**src/rtl/dds_cmd_pkg.sv**
```systemverilog
// rtl/dds_cmd_pkg.sv - shared constants, command codes and FSM states for dds_cmd_parser
// Purpose: frame header, command codes, parser state encoding and a command lookup helper.
// Ports: none (package).
package dds_cmd_pkg;

    localparam logic [7:0] HDR    = 8'h55;

    localparam logic [7:0] CMD_F1 = 8'h01;
    localparam logic [7:0] CMD_P1 = 8'h02;
    localparam logic [7:0] CMD_M1 = 8'h03;
    localparam logic [7:0] CMD_F2 = 8'h11;
    localparam logic [7:0] CMD_P2 = 8'h12;
    localparam logic [7:0] CMD_M2 = 8'h13;

    typedef enum logic [1:0] {
        ST_IDLE = 2'd0,
        ST_CMD  = 2'd1,
        ST_PAY  = 2'd2,
        ST_CHK  = 2'd3
    } state_t;

    function automatic logic cmd_known(input logic [7:0] c);
        return (c == CMD_F1) || (c == CMD_P1) || (c == CMD_M1) ||
               (c == CMD_F2) || (c == CMD_P2) || (c == CMD_M2);
    endfunction

endpackage

```
**src/rtl/dds_cmd_parser_if.sv**
```systemverilog
// rtl/dds_cmd_parser_if.sv - received-byte stream from uart_rx into the command parser
// Purpose: groups the byte and its one-cycle valid strobe.
// Signals: Rx_Data (8, valid only with Rx_Done), Rx_Done (1, one-cycle strobe).
// Modports: master drives the stream (uart_rx side), slave consumes it (parser side).
interface dds_cmd_parser_if;
    logic [7:0] Rx_Data;
    logic       Rx_Done;

    modport master (output Rx_Data, output Rx_Done);
    modport slave  (input  Rx_Data, input  Rx_Done);
endinterface

```
**src/rtl/frame_timeout.sv**
```systemverilog
// rtl/frame_timeout.sv - inter-byte idle counter with one-cycle expiry flag
// Purpose: counts idle clocks while a frame is open; flags expiry at TIMEOUT_CYCLES-1.
// Ports: clk, rst (sync active-high), clr (byte seen, restarts count and blocks expiry),
//        en (frame open), expire (high for the cycle the limit is reached).
module frame_timeout #(
    parameter int unsigned TIMEOUT_CYCLES = 500_000
) (
    input  logic clk,
    input  logic rst,
    input  logic clr,
    input  logic en,
    output logic expire
);
    localparam int CW = (TIMEOUT_CYCLES > 2) ? $clog2(TIMEOUT_CYCLES) : 1;
    localparam logic [CW-1:0] LAST = CW'(TIMEOUT_CYCLES - 1);

    logic [CW-1:0] cnt;

    always_ff @(posedge clk) begin
        if (rst || clr || !en) begin
            cnt <= '0;
        end else if (cnt != LAST) begin
            cnt <= cnt + 1'b1;
        end
    end

    // A byte arriving in the expiry cycle takes priority over the timeout.
    assign expire = en && !clr && (cnt == LAST);
endmodule

```
**src/rtl/dds_cmd_parser.sv**
```systemverilog
// rtl/dds_cmd_parser.sv - 7-byte host command frame parser driving two DDS channels
// Purpose: parses 55 CMD P3 P2 P1 P0 CHK frames and applies one register per verified frame.
// Ports: Clk, Reset (sync active-high), rx (byte stream, slave), Fword1/Pword1/Module_Sel1,
//        Fword2/Pword2/Module_Sel2 (registered channel controls), Cmd_Ok, Cmd_Err (one-cycle pulses).
module dds_cmd_parser
    import dds_cmd_pkg::*;
#(
    parameter int unsigned TIMEOUT_CYCLES = 500_000,
    parameter logic [31:0] FWORD_DEFAULT  = 32'd85899
) (
    input  logic             Clk,
    input  logic             Reset,
    dds_cmd_parser_if.slave  rx,
    output logic [31:0]      Fword1,
    output logic [11:0]      Pword1,
    output logic [1:0]       Module_Sel1,
    output logic [31:0]      Fword2,
    output logic [11:0]      Pword2,
    output logic [1:0]       Module_Sel2,
    output logic             Cmd_Ok,
    output logic             Cmd_Err
);
    state_t      state, state_next;
    logic [7:0]  cmd;
    logic [31:0] payload;
    logic [7:0]  xsum;
    logic [1:0]  idx;
    logic        expire;
    logic        do_apply;
    logic        do_err;

    frame_timeout #(.TIMEOUT_CYCLES(TIMEOUT_CYCLES)) u_timeout (
        .clk    (Clk),
        .rst    (Reset),
        .clr    (rx.Rx_Done),
        .en     (state != ST_IDLE),
        .expire (expire)
    );

    always_ff @(posedge Clk) begin
        if (Reset) state <= ST_IDLE;
        else       state <= state_next;
    end

    always_comb begin
        state_next = state;
        do_apply   = 1'b0;
        do_err     = 1'b0;
        case (state)
            ST_IDLE: if (rx.Rx_Done && rx.Rx_Data == HDR) state_next = ST_CMD;
            ST_CMD:  if (rx.Rx_Done) state_next = ST_PAY;
            ST_PAY:  if (rx.Rx_Done && idx == 2'd3) state_next = ST_CHK;
            ST_CHK: begin
                if (rx.Rx_Done) begin
                    state_next = ST_IDLE;
                    if (rx.Rx_Data == xsum && cmd_known(cmd)) do_apply = 1'b1;
                    else                                      do_err   = 1'b1;
                end
            end
            default: state_next = ST_IDLE;
        endcase
        // expire can only be high with no byte present, so it never collides with do_apply.
        if (expire) begin
            state_next = ST_IDLE;
            do_err     = 1'b1;
        end
    end

    always_ff @(posedge Clk) begin
        if (Reset) begin
            cmd         <= '0;
            payload     <= '0;
            xsum        <= '0;
            idx         <= '0;
            Fword1      <= FWORD_DEFAULT;
            Pword1      <= '0;
            Module_Sel1 <= '0;
            Fword2      <= FWORD_DEFAULT;
            Pword2      <= '0;
            Module_Sel2 <= '0;
            Cmd_Ok      <= 1'b0;
            Cmd_Err     <= 1'b0;
        end else begin
            Cmd_Ok  <= do_apply;
            Cmd_Err <= do_err;
            if (rx.Rx_Done) begin
                case (state)
                    ST_CMD: begin
                        cmd  <= rx.Rx_Data;
                        xsum <= rx.Rx_Data;
                        idx  <= 2'd0;
                    end
                    ST_PAY: begin
                        payload <= {payload[23:0], rx.Rx_Data};
                        xsum    <= xsum ^ rx.Rx_Data;
                        idx     <= idx + 2'd1;
                    end
                    default: ;
                endcase
            end
            if (do_apply) begin
                case (cmd)
                    CMD_F1:  Fword1      <= payload;
                    CMD_P1:  Pword1      <= payload[11:0];
                    CMD_M1:  Module_Sel1 <= payload[1:0];
                    CMD_F2:  Fword2      <= payload;
                    CMD_P2:  Pword2      <= payload[11:0];
                    CMD_M2:  Module_Sel2 <= payload[1:0];
                    default: ;
                endcase
            end
        end
    end
endmodule

```
**src/flat_wrapper.sv**
```systemverilog
// flat-port wrapper written by rule: the top's interface ports become plain ports
module dds_cmd_parser_flat import dds_cmd_pkg::*;
#(
    parameter int unsigned TIMEOUT_CYCLES = 500_000,
    parameter logic [31:0] FWORD_DEFAULT  = 32'd85899
)
  (Clk, Reset, Fword1, Pword1, Module_Sel1, Fword2, Pword2, Module_Sel2, Cmd_Ok, Cmd_Err, rx_Rx_Data, rx_Rx_Done);
  dds_cmd_parser_if rx_i ();
  input  logic Clk;
  input  logic Reset;
  output logic [31:0] Fword1;
  output logic [11:0] Pword1;
  output logic [1:0] Module_Sel1;
  output logic [31:0] Fword2;
  output logic [11:0] Pword2;
  output logic [1:0] Module_Sel2;
  output logic Cmd_Ok;
  output logic Cmd_Err;
  input wire logic [$bits(rx_i.Rx_Data)-1:0] rx_Rx_Data;
  input wire logic [$bits(rx_i.Rx_Done)-1:0] rx_Rx_Done;
  assign rx_i.Rx_Data = rx_Rx_Data;
  assign rx_i.Rx_Done = rx_Rx_Done;
  dds_cmd_parser #(.TIMEOUT_CYCLES(TIMEOUT_CYCLES), .FWORD_DEFAULT(FWORD_DEFAULT)) u_core (.Clk(Clk), .Reset(Reset), .rx(rx_i), .Fword1(Fword1), .Pword1(Pword1), .Module_Sel1(Module_Sel1), .Fword2(Fword2), .Pword2(Pword2), .Module_Sel2(Module_Sel2), .Cmd_Ok(Cmd_Ok), .Cmd_Err(Cmd_Err));
endmodule
```
**config.mk**
```make
export PLATFORM = sky130hd
export DESIGN_NAME = dds_cmd_parser_flat
export DESIGN_NICKNAME = d
export VERILOG_FILES = /design/src/rtl/dds_cmd_pkg.sv /design/src/rtl/dds_cmd_parser_if.sv /design/src/rtl/frame_timeout.sv /design/src/rtl/dds_cmd_parser.sv /design/src/flat_wrapper.sv
export SDC_FILE = /design/constraint.sdc
export NUM_CORES = 1
export LEC_CHECK = 0
export CAP_MARGIN = 20
export CORE_AREA = 3 3 184 132
export CTS_BUF_LIST = sky130_fd_sc_hd__clkbuf_8 sky130_fd_sc_hd__clkbuf_16
export CTS_CLUSTER_SIZE = 8
export DETAILED_ROUTE_END_ITERATION = 10
export DIE_AREA = 0 0 187 135
export GPL_TIMING_DRIVEN = 0
export PLACE_DENSITY = 0.59
export RECOVER_POWER = 50
export SLEW_MARGIN = 25
export SYNTH_ARGS = -nofsm -noshare
export SYNTH_HDL_FRONTEND = slang
export SYNTH_SLANG_ARGS = --single-unit
```
**constraint.sdc**
```tcl
create_clock -name Clk -period 2.35 [get_ports Clk]
set_clock_uncertainty 0.15 [all_clocks]
set_input_delay 0.47 -clock Clk [delete_from_list [all_inputs] [get_ports Clk]]
set_output_delay 0.47 -clock Clk [all_outputs]
set_load 0.01 [all_outputs]
```
==> flow_summary.ini, run 1 <==
[outcome]
outcome = complete, no violations

[hold_path]
holdCritPathClass = primary input to flop
hold_path_depth = 3

[placement]
dp.cells = 1239
pre_cts_ws_ns = -0.787
hpwl_um = 15500
gp_congestion = 0.880
io_buffers = 102

[timing]
slew_headroom = 0.516
timing.hold.ws_ns = 0.244
finalSetupViolations = 0
hold_viol_final = 0
fmaxAchievable_mhz = 443
drv_slew = 0
fin_crit_sh = 0.960
setup_slack_ns = 0.0949
timing.final.crit_period_ns = 2.26
worstMarginPinSlew_ns = 0.726

[detailed_routing]
route.vias.total = 6388
dr.pass1.iters = 5
antenna_left = 0
postRouteWirelength_um = 21300
drt_iter0_drc = 599
drt-vias-per-instance = 5.04
drc = 0
wire_per_inst_um = 16.8

[synth]
netlist.area_leader.share = 0.490
ys_warn_count = 0
ys.flop_type = dfxtp_1
synth-seq-area-share = 0.490
syn-num-nets = 842
avgSynthCellArea_um2 = 8.17
netlist_area_um2 = 6740
yosys_register_bits = 165
synth.most_common_cell = dfxtp_1
ys_types = 41
synth_top_cell_by_area = dfxtp_1
synthTopCellsByArea = dfxtp_1 (49%), a21oi_1 (9.7%), nand3_1 (6.3%)
synthArstFlopShare = 0
postSynthCellCount = 825
synth_common_cells = dfxtp_1 (165), a21oi_1 (131), nand2_1 (96)
synth_edf_count = 0

[worst_setup_path]
worst-path-buf-inv = 2
cpPeakStageDelay_ns = 0.54
reg2reg_depth = 7
cp.depth = 7
endpoint_kind = flop
arrival_ns = 2.41
start_kind = flop
path_cells = clkbuf_1 > nor2_1 > a21oi_1 > o2111ai_1 > or4_1 > buf_6 > mux2i_1
required_ns = 2.51
path_class = flop to flop
critical_path.max_fanout = 10
crit_slowest_cell = or4_1
cp_top_family = simple AND/OR/NAND/NOR gates

[cts]
clk_pin_slew_ns = 0.06
cts_sinks = 165
htreeDepth = 4
cts-hold-fix-buffers = 0
cts.path.max_buffers = 2
cts_made_buffers = 17
clk_latency_ns = 0.43
root_buffer = clkbuf_16
cts_tree = built

[job]
maxCapViolCount = 0

[floorplan]
num_io_pins = 105
die_x_um = 187
core_area_um2 = 22600
fp.dieH_um = 135
die_area_um2 = 25200
initial_core_util = 0.298
rows = 46

[layout]
drive_above_1_share = 0.0732
antenna_cells = 0
fin_nets = 960
final_util = 0.394
areaGrowthSynthToFinish_pct = 32.2
fillCellCount = 2282
instances_no_fill = 1268

[power]
leakage_nw = 3.12
power_density_nw_per_um2 = 768
ir_drop_mv = 0.505

[grt]
grt_pass1_vias = 5746
antenna_found_initial = 0
grt_pass1_wl_um = 33100
track_usage = 0.165
overflow = 0
grt_max_degree = 17
-- per-stage QoR --
stage	cell area (um^2)	TNS (ns)	power, mW
2_1_floorplan	6740	0	3.45
3_3_place_gp	8150	-65.96	3.63
3_5_place_dp	8150	-67.75	3.65
4_1_cts	8860	0	6.86
5_1_grt	8910	-0.0593	7.09
6_report	8910	0	6.85
-- per-layer routing --
metal	part of all wire	up-vias	GRT usage
li1	-	3120	-
met4	0.0097	0	0.0378
met5	0	-	0
met1	0.52	3011	0.261
met2	0.40	239	0.223
met3	0.074	18	0.0379
-- sequential cells by signal, summed over array words and instances (netlist names) --
signal	count
u_core.Module_Sel2	2
u_core.Fword1	32
u_core.Fword2	32
u_core.Pword2	12
u_core.state	2
u_core.xsum	8
u_core.payload	32
u_core.Pword1	12
u_core.cmd	8
u_core.idx	2
u_core.Cmd_Ok	1
u_core.Module_Sel1	2
u_core.Cmd_Err	1
u_core.u_timeout.cnt	19
-- layout by cell type, fill, tap and decap left out, types with 6 or more instances in the layout --
| master | Yosys | routed |
|---|---|---|
| clkbuf_2 | 0 | 8 |
| bufinv_16 | 0 | 6 |
| inv_1 | 8 | 9 |
| nand3_1 | 85 | 85 |
| o21ai_1 | 4 | 8 |
| mux2i_1 | 29 | 29 |
| nand4_1 | 10 | 10 |
| o21ai_0 | 84 | 80 |
| xnor2_1 | 11 | 9 |
| nor2_1 | 58 | 58 |
| nand2_1 | 96 | 96 |
| a21oi_1 | 131 | 129 |
| or3_1 | 11 | 8 |
| dfxtp_1 | 165 | 163 |
| clkbuf_16 | 0 | 17 |
| nor3_1 | 13 | 10 |
| ha_1 | 6 | 6 |
| xor2_1 | 7 | 6 |
| clkbuf_1 | 59 | 49 |
| dlygate4sd3_1 | 0 | 94 |
-- kinds of logic (layout without fill, tap and decap cells) --
family,Yosys count,count (layout),synth area share
AOI/OAI and AO/OA,231,231,0.177
xor gates and xnor gates,18,18,0.0234
adders and majority gates,6,6,0.0111
buffers and inverters,76,207,0.0449
DFF,165,165,0.490
muxes,29,29,0.0431
and+or+nand+nor,300,300,0.211
-- worst register-to-register path, stage by stage, from the launching register on --
cell	delay, ns
dfxtp_1	0.39
clkbuf_1	0.34
nor2_1	0.07
a21oi_1	0.15
o2111ai_1	0.16
or4_1	0.55
buf_6	0.19
mux2i_1	0.13
-- power by group --
| group | total [mW] | switching, mW | internal (mW) | leakage (nW) |
|---|---|---|---|---|
| sequential | 2.94 | 0.0854 | 2.86 | 1.33 |
| clock | 3.21 | 1.21 | 2.01 | 0.323 |
| combinational | 0.688 | 0.468 | 0.221 | 1.46 |
-- repair_timing --
item                       in CTS  in global routing
setup buffers                   1                  0
pin swaps                       1                  3
setup endpoints to repair      92                 90
gates resized for setup        15                 41
-- path summary, 6_finish.rpt --
| path | slack (ns) | from | to |
|---|---|---|---|
| worst max-delay path | 0.09 | u_core.cmd[1]$_SDFFE_PP0P_ | u_core.Fword1[11]$_SDFFE_PP1P_ |
| worst min-delay path | 0.24 | rx_Rx_Data[0] | u_core.payload[0]$_SDFFE_PP0P_ |
| worst max register to register | 0.09 | u_core.cmd[1]$_SDFFE_PP0P_ | u_core.Fword1[11]$_SDFFE_PP1P_ |
| worst min register to register | 0.31 | u_core.idx[1]$_SDFFE_PP0P_ | u_core.idx[1]$_SDFFE_PP0P_ |
-- area by class of cell --
cell class | count | area (um^2) | area share
inverters | 8 | 30.0 | 0.00337
well taps | 312 | 390 | 0.0438
clock buffers | 17 | 425 | 0.0477
clock inverters | 15 | 253 | 0.0284
flip-flops and latches | 165 | 3310 | 0.371
plain buffers | 64 | 284 | 0.0319
repair buffers | 103 | 1010 | 0.114
multi-input cells | 584 | 3210 | 0.360
No activity file was read; power rests on OpenSTA's default activity.
==> inputs of run 2 (changes only) <==
--- a/config.mk
+++ b/config.mk
@@ -5,7 +5,6 @@
 export SDC_FILE = /design/constraint.sdc
 export NUM_CORES = 1
 export LEC_CHECK = 0
-export CAP_MARGIN = 20
 export CORE_AREA = 3 3 184 132
 export CTS_BUF_LIST = sky130_fd_sc_hd__clkbuf_8 sky130_fd_sc_hd__clkbuf_16
 export CTS_CLUSTER_SIZE = 8
==> constraint.sdc (replaced) <==
create_clock -name Clk -period 2.3 [get_ports Clk]
set_clock_uncertainty 0.15 [all_clocks]
set_input_delay 0.345 -clock Clk [delete_from_list [all_inputs] [get_ports Clk]]
set_output_delay 0.345 -clock Clk [all_outputs]
set_load 0.01 [all_outputs]
==> flow_summary.ini, run 2 (synthesis results as in run 1) <==
[cts]
cts.path.max_buffers = 2
htreeDepth = 4
cts_sinks = 165
cts_tree = built
clk_pin_slew_ns = 0.07
root_buffer = clkbuf_16
cts_made_buffers = 17
clk_latency_ns = 0.43

[floorplan]
num_io_pins = 105
die_x_um = 187
initial_core_util = 0.298
fp.dieH_um = 135
core_area_um2 = 22600
rows = 46
die_area_um2 = 25200

[worst_setup_path]
r2r_slack_ns = 0.05
reg2reg_depth = 6
path_class = flop to flop
required_ns = 2.44
timing.rr.start = u_core.cmd[2]$_SDFFE_PP0P_
critical_path.max_fanout = 10
arrival_ns = 2.39
r2r_end = u_core.Pword1[1]$_SDFFE_PP0P_
endpoint_kind = flop
start_kind = flop

[grt]
grt_pass1_wl_um = 33100
grt_pass1_vias = 5747
overflow = 0
track_usage = 0.165
antenna_found_initial = 0
grt_max_degree = 17

[detailed_routing]
top_layer = met4
dr_wl_met3_um = 1730
wire_per_inst_um = 16.8
drc = 0
route.vias.total = 6397
postRouteWirelength_um = 21400
dr.pass1.iters = 5
drt_iter0_drc = 591
antenna_left = 0
drt-vias-per-instance = 5.04
wl_met1_um = 10900
met2_length_um = 8500

[timing]
fin_crit_sh = 0.979
worstMarginPinSlew_ns = 0.727
timing.final.crit_period_ns = 2.25
timing.hold.ws_ns = 0.187
slew_headroom = 0.516
hold_viol_final = 0
finalSetupViolations = 0
setup_slack_ns = 0.0481
fmaxAchievable_mhz = 444
fin_tns_setup_ns = 0
drv_slew = 0

[placement]
gp_congestion = 0.880
dp.cells = 1239
io_buffers = 102
pre_cts_ws_ns = -0.712
place_area_um2 = 8150
hpwl_um = 15500

[power]
ir_drop_mv = 0.507
p_int_mw = 5.20
clkPwrFrac = 0.469
power_density_nw_per_um2 = 783
switchingPower_mw = 1.80
leakage_nw = 3.14
seqPwrFrac = 0.430
swShare = 0.257
p_comb_frac = 0.101
p_total_mw = 7.00

[layout]
instances_no_fill = 1269
areaGrowthSynthToFinish_pct = 32.7
antenna_cells = 0
final_util = 0.395
drive_above_1_share = 0.0763
mostFrequentLayoutCells = dfxtp_1 (162), a21oi_1 (129), nand2_1 (96)
fillCellCount = 2281
reg.largest.list = u_core.Fword1 (32), u_core.Fword2 (32), u_core.payload (32)
final_common_cell = dfxtp_1
final_cell_area_um2 = 8940
fin_nets = 961

[hold_path]
hold_path_depth = 3
hold_path_end = u_core.xsum[1]$_SDFFE_PP0P_
holdCritPathClass = primary input to flop
hold_start = rx_Rx_Data[1]

[job]
maxCapViolCount = 0

[outcome]
outcome = complete, no violations
run 2: how the worst max path moves through the flow:
stage | start | endpoint | slack, ns | cells past startpoint
6_report | u_core.cmd[2]$_SDFFE_PP0P_ | u_core.Pword1[1]$_SDFFE_PP0P_ | 0.05 | 6
5_1_grt | u_core.cmd[2]$_SDFFE_PP0P_ | u_core.Pword1[9]$_SDFFE_PP0P_ | -0.01 | 6
4_1_cts | u_core.cmd[2]$_SDFFE_PP0P_ | u_core.Fword2[28]$_SDFFE_PP0P_ | 0.006 | 6
3_5_place_dp | rx_Rx_Data[5] | u_core.Fword1[22]$_SDFFE_PP0P_ | -0.71 | 8
3_3_place_gp | rx_Rx_Data[5] | u_core.Fword1[22]$_SDFFE_PP0P_ | -0.69 | 8
2_1_floorplan | u_core.cmd[2]$_SDFFE_PP0P_ | u_core.Pword1[10]$_SDFFE_PP0P_ | 0.18 | 6
run 2: worst max-delay path, stage by stage, from the launching register on:
cell and delay [ns]:
dfxtp_1 0.35, or3_4 0.43, or3_4 0.37, or3_4 0.40, buf_4 0.18, o21ai_1 0.15
a21oi_1 0.08
run 2: repair_timing:
| action | CTS | global route |
|---|---|---|
| hold buffers | 0 | 0 |
| endpoints found under the setup margin | 88 | 110 |
| buffers inserted | 1 | 0 |
| resized for setup | 15 | 62 |
| pin swaps | 1 | 5 |
| hold endpoints to repair | 0 | 0 |
run 2: area by class of cell:
| type | instances | area (um^2) | area share |
|---|---|---|---|
| multi-input combinational | 584 | 3210 | 0.359 |
| clock inverter | 15 | 253 | 0.0283 |
| timing repair buffer | 103 | 1030 | 0.115 |
| sequential | 165 | 3310 | 0.370 |
| tap | 312 | 390 | 0.0436 |
| buffer | 65 | 302 | 0.0337 |
| inverter | 8 | 30.0 | 0.00336 |
| clock buffer | 17 | 425 | 0.0476 |
run 2: layer usage:
| metal | up-vias | track usage |
|---|---|---|
| li1 | 3114 | - |
| met1 | 3030 | 0.261 |
| met2 | 240 | 0.223 |
| met3 | 13 | 0.0379 |
| met4 | 0 | 0.0378 |
| met5 | - | 0 |
run 2: power groups by stage:
| stage | combinational [mW] | clock, mW | sequential (mW) |
|---|---|---|---|
| after floorplan | 0.487 | 0 | 3.03 |
| after global placement | 0.659 | 0 | 3.05 |
| after detailed placement | 0.670 | 0 | 3.06 |
| after CTS | 0.686 | 3.33 | 2.99 |
| after global routing | 0.787 | 3.45 | 3.02 |
| final | 0.710 | 3.28 | 3.01 |
